==> config.mk <==
export PLATFORM = sky130hd
export DESIGN_NAME = seven_seg_scan
export DESIGN_NICKNAME = d
export VERILOG_FILES = /design/src/rtl/seven_seg_pkg.sv /design/src/rtl/hex_to_seg.sv /design/src/rtl/seven_seg_scan.sv
export SDC_FILE = /design/constraint.sdc
export NUM_CORES = 1
export LEC_CHECK = 0
export BUFFER_PORTS_ARGS = -buffer_cell sky130_fd_sc_hd__buf_2
export CAP_MARGIN = 5
export CORE_MARGIN = 4
export CORE_UTILIZATION = 50
export CTS_CLUSTER_SIZE = 24
export DETAILED_ROUTE_END_ITERATION = 7
export PLACE_DENSITY = 0.66
export SYNTH_ARGS = -nofsm -noshare
export SYNTH_HDL_FRONTEND = slang
export SYNTH_SLANG_ARGS = --single-unit
==> constraint.sdc <==
create_clock -name clk -period 6.6 [get_ports clk]
set_input_delay 0.33 -clock clk [delete_from_list [all_inputs] [get_ports clk]]
set_output_delay 0.33 -clock clk [all_outputs]
set_load 0.05 [all_outputs]
==> src/rtl/seven_seg_pkg.sv <==
// Shared constants for the seven_seg_scan display driver: segment patterns
// (active-low abcdefg) and the scan phase encoding.
package seven_seg_pkg;

   localparam logic [6:0] SEG_OFF = 7'h7F;

   localparam logic [6:0] SEG_0 = 7'b0000001;
   localparam logic [6:0] SEG_1 = 7'b1001111;
   localparam logic [6:0] SEG_2 = 7'b0010010;
   localparam logic [6:0] SEG_3 = 7'b0000110;
   localparam logic [6:0] SEG_4 = 7'b1001100;
   localparam logic [6:0] SEG_5 = 7'b0100100;
   localparam logic [6:0] SEG_6 = 7'b0100000;
   localparam logic [6:0] SEG_7 = 7'b0001111;
   localparam logic [6:0] SEG_8 = 7'b0000000;
   localparam logic [6:0] SEG_9 = 7'b0000100;
   localparam logic [6:0] SEG_A = 7'b0001000;
   localparam logic [6:0] SEG_B = 7'b1100000;
   localparam logic [6:0] SEG_C = 7'b0110001;
   localparam logic [6:0] SEG_D = 7'b1000010;
   localparam logic [6:0] SEG_E = 7'b0110000;
   localparam logic [6:0] SEG_F = 7'b0111000;

   typedef enum logic {
      PH_DEAD = 1'b0,
      PH_ON   = 1'b1
   } phase_e;

endpackage

==> src/rtl/hex_to_seg.sv <==
// Combinational hex nibble to active-low 7-segment (abcdefg) decoder.
module hex_to_seg
   import seven_seg_pkg::*;
(
   input  logic [3:0] hex_in,
   output logic [6:0] seg_out
);

   always_comb begin
      seg_out = SEG_OFF;
      case (hex_in)
         4'h0: seg_out = SEG_0;
         4'h1: seg_out = SEG_1;
         4'h2: seg_out = SEG_2;
         4'h3: seg_out = SEG_3;
         4'h4: seg_out = SEG_4;
         4'h5: seg_out = SEG_5;
         4'h6: seg_out = SEG_6;
         4'h7: seg_out = SEG_7;
         4'h8: seg_out = SEG_8;
         4'h9: seg_out = SEG_9;
         4'hA: seg_out = SEG_A;
         4'hB: seg_out = SEG_B;
         4'hC: seg_out = SEG_C;
         4'hD: seg_out = SEG_D;
         4'hE: seg_out = SEG_E;
         4'hF: seg_out = SEG_F;
         default: seg_out = SEG_OFF;
      endcase
   end

endmodule

==> src/rtl/seven_seg_scan.sv <==
// Time-multiplexed common-anode 7-segment scanner with dead time and
// frame-synchronous display update. Define SEVEN_SEG_SCAN_DP_EN for decimal points.
module seven_seg_scan
   import seven_seg_pkg::*;
#(
   parameter int DIGITS         = 4,
   parameter int REFRESH_CYCLES = 16,
   parameter int DEAD_CYCLES    = 2
) (
   input  logic                  clk,
   input  logic                  reset,
   input  logic [4*DIGITS-1:0]   data_in,
`ifdef SEVEN_SEG_SCAN_DP_EN
   input  logic [DIGITS-1:0]     dp_in,
   output logic                  dp_out,
`endif
   input  logic                  load,
   input  logic [DIGITS-1:0]     blank_mask,
   output logic [DIGITS-1:0]     an_out,
   output logic [6:0]            seg_out,
   output logic                  frame_tick
);

   localparam int CNT_MAX = (REFRESH_CYCLES > DEAD_CYCLES) ? REFRESH_CYCLES : DEAD_CYCLES;
   localparam int CW      = $clog2(CNT_MAX + 1);
   localparam int IW      = (DIGITS > 1) ? $clog2(DIGITS) : 1;

   localparam logic [CW-1:0] ON_LAST   = CW'(REFRESH_CYCLES - 1);
   localparam logic [CW-1:0] DEAD_LAST = CW'((DEAD_CYCLES > 0) ? DEAD_CYCLES - 1 : 0);
   localparam logic [IW-1:0] IDX_LAST  = IW'(DIGITS - 1);
   localparam phase_e        PH_RST    = (DEAD_CYCLES == 0) ? PH_ON : PH_DEAD;

   phase_e               phase_q, phase_d;
   logic [IW-1:0]        idx_q, idx_d;
   logic [CW-1:0]        cnt_q, cnt_d;
   logic [4*DIGITS-1:0]  shadow_q, shadow_d;
   logic [4*DIGITS-1:0]  display_q, display_d;
   logic                 pending_q, pending_d;
   logic                 blank_q, blank_d;
   logic [DIGITS-1:0]    an_q, an_d;
   logic [6:0]           seg_q, seg_d;
   logic                 tick_q, tick_d;

   logic                 slot_end, dead_end, wrap, enter_on, lit;
   logic [3:0]           digit_sel;
   logic [6:0]           seg_dec;
   logic [3:0]           disp_digit [DIGITS];

`ifdef SEVEN_SEG_SCAN_DP_EN
   logic [DIGITS-1:0]    shadow_dp_q, shadow_dp_d;
   logic [DIGITS-1:0]    display_dp_q, display_dp_d;
   logic                 dp_q, dp_d;
`endif

   // Outputs are decoded from next-state values so they change on the entry edge.
   for (genvar gi = 0; gi < DIGITS; gi++) begin : g_digit
      assign disp_digit[gi] = display_d[4*gi +: 4];
   end

   assign digit_sel = disp_digit[idx_d];

   hex_to_seg u_hex_to_seg (
      .hex_in  (digit_sel),
      .seg_out (seg_dec)
   );

   always_comb begin
      slot_end = (phase_q == PH_ON) && (cnt_q == ON_LAST);
      dead_end = (phase_q == PH_DEAD) && (cnt_q == DEAD_LAST);
      wrap     = slot_end && (idx_q == IDX_LAST);

      phase_d = phase_q;
      idx_d   = idx_q;
      cnt_d   = cnt_q + CW'(1);
      if (dead_end) begin
         phase_d = PH_ON;
         cnt_d   = '0;
      end else if (slot_end) begin
         phase_d = (DEAD_CYCLES == 0) ? PH_ON : PH_DEAD;
         cnt_d   = '0;
         idx_d   = wrap ? '0 : idx_q + IW'(1);
      end

      // The blank decision is frozen for the whole ON slot.
      enter_on = dead_end || (slot_end && (DEAD_CYCLES == 0));
      blank_d  = enter_on ? blank_mask[idx_d] : blank_q;

      shadow_d  = shadow_q;
      display_d = display_q;
      pending_d = pending_q;
      if (wrap) begin
         if (load) begin
            shadow_d  = data_in;
            display_d = data_in;
         end else if (pending_q) begin
            display_d = shadow_q;
         end
         pending_d = 1'b0;
      end else if (load) begin
         shadow_d  = data_in;
         pending_d = 1'b1;
      end

      lit  = (phase_d == PH_ON) && !blank_d;
      an_d = '1;
      if (lit) begin
         an_d[idx_d] = 1'b0;
      end
      seg_d  = lit ? seg_dec : SEG_OFF;
      tick_d = wrap;
   end

`ifdef SEVEN_SEG_SCAN_DP_EN
   always_comb begin
      shadow_dp_d  = shadow_dp_q;
      display_dp_d = display_dp_q;
      if (wrap) begin
         if (load) begin
            shadow_dp_d  = dp_in;
            display_dp_d = dp_in;
         end else if (pending_q) begin
            display_dp_d = shadow_dp_q;
         end
      end else if (load) begin
         shadow_dp_d = dp_in;
      end
      dp_d = lit ? ~display_dp_d[idx_d] : 1'b1;
   end
`endif

   always_ff @(posedge clk or negedge reset) begin
      if (!reset) begin
         phase_q   <= PH_RST;
         idx_q     <= '0;
         cnt_q     <= '0;
         shadow_q  <= '0;
         display_q <= '0;
         pending_q <= 1'b0;
         blank_q   <= 1'b0;
         an_q      <= '1;
         seg_q     <= SEG_OFF;
         tick_q    <= 1'b0;
`ifdef SEVEN_SEG_SCAN_DP_EN
         shadow_dp_q  <= '0;
         display_dp_q <= '0;
         dp_q         <= 1'b1;
`endif
      end else begin
         phase_q   <= phase_d;
         idx_q     <= idx_d;
         cnt_q     <= cnt_d;
         shadow_q  <= shadow_d;
         display_q <= display_d;
         pending_q <= pending_d;
         blank_q   <= blank_d;
         an_q      <= an_d;
         seg_q     <= seg_d;
         tick_q    <= tick_d;
`ifdef SEVEN_SEG_SCAN_DP_EN
         shadow_dp_q  <= shadow_dp_d;
         display_dp_q <= display_dp_d;
         dp_q         <= dp_d;
`endif
      end
   end

   assign an_out     = an_q;
   assign seg_out    = seg_q;
   assign frame_tick = tick_q;
`ifdef SEVEN_SEG_SCAN_DP_EN
   assign dp_out     = dp_q;
`endif

endmodule

==> Word-level counts from Yosys, hierarchy flattened <==
Memory sizes are Yosys's and may differ from the RTL's.
Cells that the tools add are included.
{ "word_totals": {"regBits": 54, "romBits": 112, "memories": 1, "output_inout_bits": 12} }
{ "mem_list": {"columns": ["memory", "depth", "width", "rd", "rd_clocked_by_memory_dff", "write_ports", "line_no", "rtl"], "rows": [
  ["(no name shown)", 16, 7, 1, 0, 0, "hex_to_seg.sv:11", "case (hex_in)"]
]} }
{ "op_classes": {"order_cmp": 3, "muxes": 22, "reduce_logical": 7, "add_sub_neg": 2, "bitwise": 3, "n_eq_ne": 3} }
{ "ops": {"columns": ["cell", "count"], "rows": [
  ["2-to-1 mux 16 bit", 3],
  ["2-to-1 mux 4 bit", 3],
  ["2-to-1 mux 5 bit", 2],
  ["binary-select mux 4 bit (select 2 bit)", 1],
  ["2-to-1 mux 1 bit", 7],
  ["2-to-1 mux 7 bit", 1],
  ["2-to-1 mux 2 bit", 3],
  ["adder 5 x 1 -> 5 bit, second input constant", 1],
  ["== test 5 x 1 -> 1 bit, second input constant", 1],
  ["== test 5 x 4 -> 1 bit, second input constant", 1],
  ["logical AND 1 bit", 5],
  ["inverter 4 bit", 1],
  ["greater-or-equal comparator 3 bit, second input constant", 1],
  ["less-than comparator 2 x 3 -> 1 bit, second input constant", 1],
  ["inverter 2 -> 3 bit", 1],
  ["adder 2 x 1 -> 2 bit, second input constant", 1],
  ["binary-select mux 1 bit (select 2 bit)", 1],
  ["demux 1 bit (select 2 bit)", 1],
  ["== test 2 bit, second input constant", 1],
  ["greater-or-equal comparator 2 x 1 -> 1 bit, second input constant", 1],
  ["nonzero test 2 bit", 1],
  ["logical NOT 1 bit", 1],
  ["inverter 1 bit", 1]
]} }

==> Longest topological paths before layout <==
{ "depth": {"word_depth": 12, "depth_mapped": 12} }

==> Modules after synthesis <==
A second synthesis with hierarchy kept.
{ "hier_totals": {"hier_cells": 242, "area_unflattened_um2": 2756.4} }
{ "modules_own_cells": {"columns": ["module", "area_each_um2", "n_inst", "cells_each"], "rows": [
  ["seven_seg_scan", 2481.1, 1, 210],
  ["hex_to_seg", 275.3, 1, 32]
]} }

==> Worst setup path after synthesis <==
Ideal clock, no wire load.
{ "synth_timing": {"path_kind": "register to register", "from": "register idx_q[1]", "to": "register seg_q[0], in the netlist seg_out[0]", "n_path_buf": 1, "stages_incl_launch_ff": 12, "synth_period_minus_slack_ps": 2977, "arrival_ps": 2893, "setup_time_ps": 83, "setup_slack_ps": 3623, "cell_sequence": "dfrtp_1 ha_1 nand3_1 or3_4 buf_6 nand2_1 nand2_1 a221oi_1 inv_1 ha_1 mux2_2 a221o_1"} }
{ "synth_between": {"word_cells_on_any_way": 18} }
{ "synth_lines": {"columns": ["item", "line_no", "rtl"], "rows": [
  ["start, declared", "seven_seg_scan.sv:34", "logic [IW-1:0] idx_q, idx_d;"],
  ["start signal, assigned", "seven_seg_scan.sv:150", "idx_q <= idx_d;"],
  ["== test 2 bit", "seven_seg_scan.sv:70", "wrap = slot_end && (idx_q == IDX_LAST);"],
  ["logical AND 1 bit", "seven_seg_scan.sv:70", null],
  ["2-to-1 mux 16 bit", "seven_seg_scan.sv:91", "if (wrap) begin"],
  ["net display_d[5]", "seven_seg_scan.sv:37", "logic [4*DIGITS-1:0] display_q, display_d;"],
  ["binary-select mux 4 bit (select 2 bit)", "seven_seg_scan.sv:60", "assign digit_sel = disp_digit[idx_d];"],
  ["2-to-1 mux 4 bit (implied by the code) (2 in a row)", "seven_seg_scan.sv:60", null],
  ["memory (16 x 7 bit)", null, null],
  ["2-to-1 mux 7 bit", "seven_seg_scan.sv:109", "seg_d = lit ? seg_dec : SEG_OFF;"],
  ["net seg_d[0]", "seven_seg_scan.sv:41", "logic [6:0] seg_q, seg_d;"],
  ["end signal, assigned", "seven_seg_scan.sv:157", "seg_q <= seg_d;"],
  ["end, declared", "seven_seg_scan.sv:41", null]
]} }
The timed path passes the listed nets, and every way through them passes these cells. The select of a mux whose other input is x is not followed.
A chain may end at the register's enable or synchronous reset.

==> Final worst setup path <==
{ "layout_timing": {"from": "register idx_q[0]", "to": "register seg_q[0], in the netlist seg_out[0]"} }
Same word-level chain as after synthesis.

==> reports/results.ini <==
[cells_and_area]
post-route-util_pct=58.5
post-route-cell-area_sq_mm=0.00307
diodes=0
drive_above_1_share_pct=27.8
nets=330
n_fill_cell=495
area_growth_pct=11.0
fin_cells=369

[floorplanning]
dieArea_sq_mm=0.00678
io_pins=35
die_y_microns=82.3
chipWidth_microns=82.3
coreArea_sq_mm=0.00524
rows=26
initial_utilization_pct=52.7

[critical_path]
worstReg2RegStart=idx_q[0]
cp.required_ns=6.84
worst-path-max-fanout=20
cp.arrival_ns=3.83
path_class=reg2reg
cp-start-kind=flip-flop
worstRegToRegCells=10
crit_path_start=idx_q[0]
critPathCapture=seg_out[0]
r2r_end=seg_out[0]
critPathCaptureType=flip-flop
reg2reg_setup_slack_ns=3.00

[placement]
hpwl_microns=3970
place_area_sq_mm=0.00298
dp_slack_ns=2.99
port_buffers=34
gp_congestion=0.866
place_inst=361

[cts]
cts_made_buffers=5
cts_max_path_buffers=2
root_buffer=clkbuf_8
clock-sinks=54
path_clk_slew_ns=0.09
ctsHoldBuffers=0
h-tree-depth=2
clock_latency_ns=0.30
cts_tree=yes
ctsResizeCount=0
cts_setup_buffers=0

[power_and_ir_drop]
power-per-cell-area_mw_per_mm2=195
ir_drop_uv=98.1
p_leak_nw=1.42
p_total_mw=0.599

[sta]
maxSlewViolCount=0
period_share_pct=54.5
slew_headroom_pct=29.0
hold_ws_ns=0.126
setup_viol=0
fmax_mhz=278
setup_tns_ns=0
layout_min_cycle_time_ns=3.60
tightest_slew_ns=1.06
fin_ws_ns=3.00
worst_clock_skew_ns=0.0102
hold_violations=0
rsz0062_at_grt=no

[synth]
synth_edf_count=0
synth_seq_area_share_pct=49.4
ys_ff_latch=54
synth_ff_type=dfrtp_1
synth_area_leader_cell=dfrtp_1
syn_inst=265
avgSynthCellArea_sq_um=10.4
yosys_warnings=0
syn_nets=297
netlist_area_sq_mm=0.00276
yosysTopAreaCellShare_pct=39.0
synthArstFlopShare_pct=100
synthDistinctLibCells=54
synth.top_cells.by_area=dfrtp_1 (39%), dfstp_2 (10%), nand2_1 (7.3%)

[global_route]
antenna_found_initial=0
grt_max_degree=55
grt_use_total_pct=18.4
first_global_vias=1982
grt_remaining_overflow=0
grt_pass1_wl_microns=9540

[routing]
dr.pass1.iters=4
wl_per_cell_microns=14.7
final_antenna_net_count=0
drt_wl_total_microns=5430
drc=0
drt_iter0_markers=98
post_drt_via_cell_ratio=5.52
via_count=2038

[run]
maxCapViolCount=0

[outcome]
status=completed

[hold_path]
hp-class=in2async

==> cells in the final DEF, fill, tap and decap left out, types with 7 or more instances in the layout <==
| master | count |
|---|---|
| buf_2 | 34 |
| mux2_2 | 17 |
| nand3_1 | 7 |
| dfstp_2 | 11 |
| dfrtp_1 | 43 |
| nand2_1 | 54 |
| inv_1 | 12 |
| nor2_1 | 13 |
| o21ai_0 | 9 |
| ha_1 | 9 |
==> state kept, by name, summed over array words and instances (netlist names) <==
| name | count |
|---|---|
| cnt_q | 5 |
| blank_q | 1 |
| shadow_q | 16 |
| an_out | 4 |
| idx_q | 2 |
| frame_tick | 1 |
| seg_out | 7 |
| display_q | 16 |
| phase_q | 1 |
| pending_q | 1 |
==> power by group <==
group	internal, mW	switching [mW]
Clock	0.0738	0.102
Sequential	0.350	0.00571
Combinational	0.0251	0.0421
Total	0.449	0.149
==> logic make-up after synthesis <==
| logic type | count (synthesis) | synth area share (%) |
|---|---|---|
| adder cells (fa/ha/maj) | 9 | 4.08 |
| XOR/XNOR | 3 | 0.952 |
| flip-flops | 54 | 49.4 |
| AND/OR/NAND/NOR | 106 | 19.1 |
| multiplexers | 24 | 9.52 |
| AO/OA/AOI/OAI | 46 | 13.2 |
| buffers and inverters | 23 | 3.76 |
==> worst min-delay path by stage <==
stage,from,end,cells after the start
floorplan,reset,blank_q,0
global placement,display_q[5],display_q[5],2
detailed placement,display_q[5],display_q[5],2
CTS,reset,display_q[8],2
global route,reset,shadow_q[8],2
finish,reset,shadow_q[9],2
==> synth_stat cells (all sizes together) (3+ instances only) <==
| cell | instances |
|---|---|
| inv | 12 |
| and2 | 4 |
| dfrtp | 43 |
| nor3 | 6 |
| mux2 | 18 |
| a221o | 5 |
| mux2i | 6 |
| o22ai | 5 |
| ha | 9 |
| nand2 | 55 |
| o21ai | 11 |
| o211ai | 3 |
| nand3 | 7 |
| a221oi | 4 |
| nand3b | 4 |
| dfstp | 11 |
| clkbuf | 4 |
| nor2 | 13 |
| buf | 7 |
| nor4 | 3 |
==> layer usage <==
| metal | track usage (%) | wire length [microns] | up-vias | share of wire, % |
|---|---|---|---|---|
| met5 | 0 | 0 | - | 0 |
| met4 | 4.32 | 42 | 0 | 0.77 |
| met3 | 4.01 | 271 | 4 | 5.0 |
| met2 | 29.6 | 2570 | 48 | 47 |
| met1 | 25.3 | 2540 | 983 | 47 |
| li1 | - | - | 1003 | - |
==> layout make-up <==
cell class,instances,area [sq um],area share (%)
sequential,54,1370,44.5
multi-input combinational,188,1290,42.2
timing repair buffer,37,193,6.29
tap,70,87.6,2.86
clock buffer,6,72.6,2.37
inverter,12,45.0,1.47
clock inverter,2,10.0,0.327
==> worst max-delay path, stage by stage (launching register included) <==
cell      delay (ns)
dfrtp_1         0.64
ha_1            0.37
nand3_1         0.19
or3_4           0.48
nand2_1         0.10
nand2_1         0.07
a221oi_1        0.66
inv_1           0.19
ha_1            0.27
mux2_2          0.27
a221o_1         0.29
No activity file was read; power rests on OpenSTA's default activity.
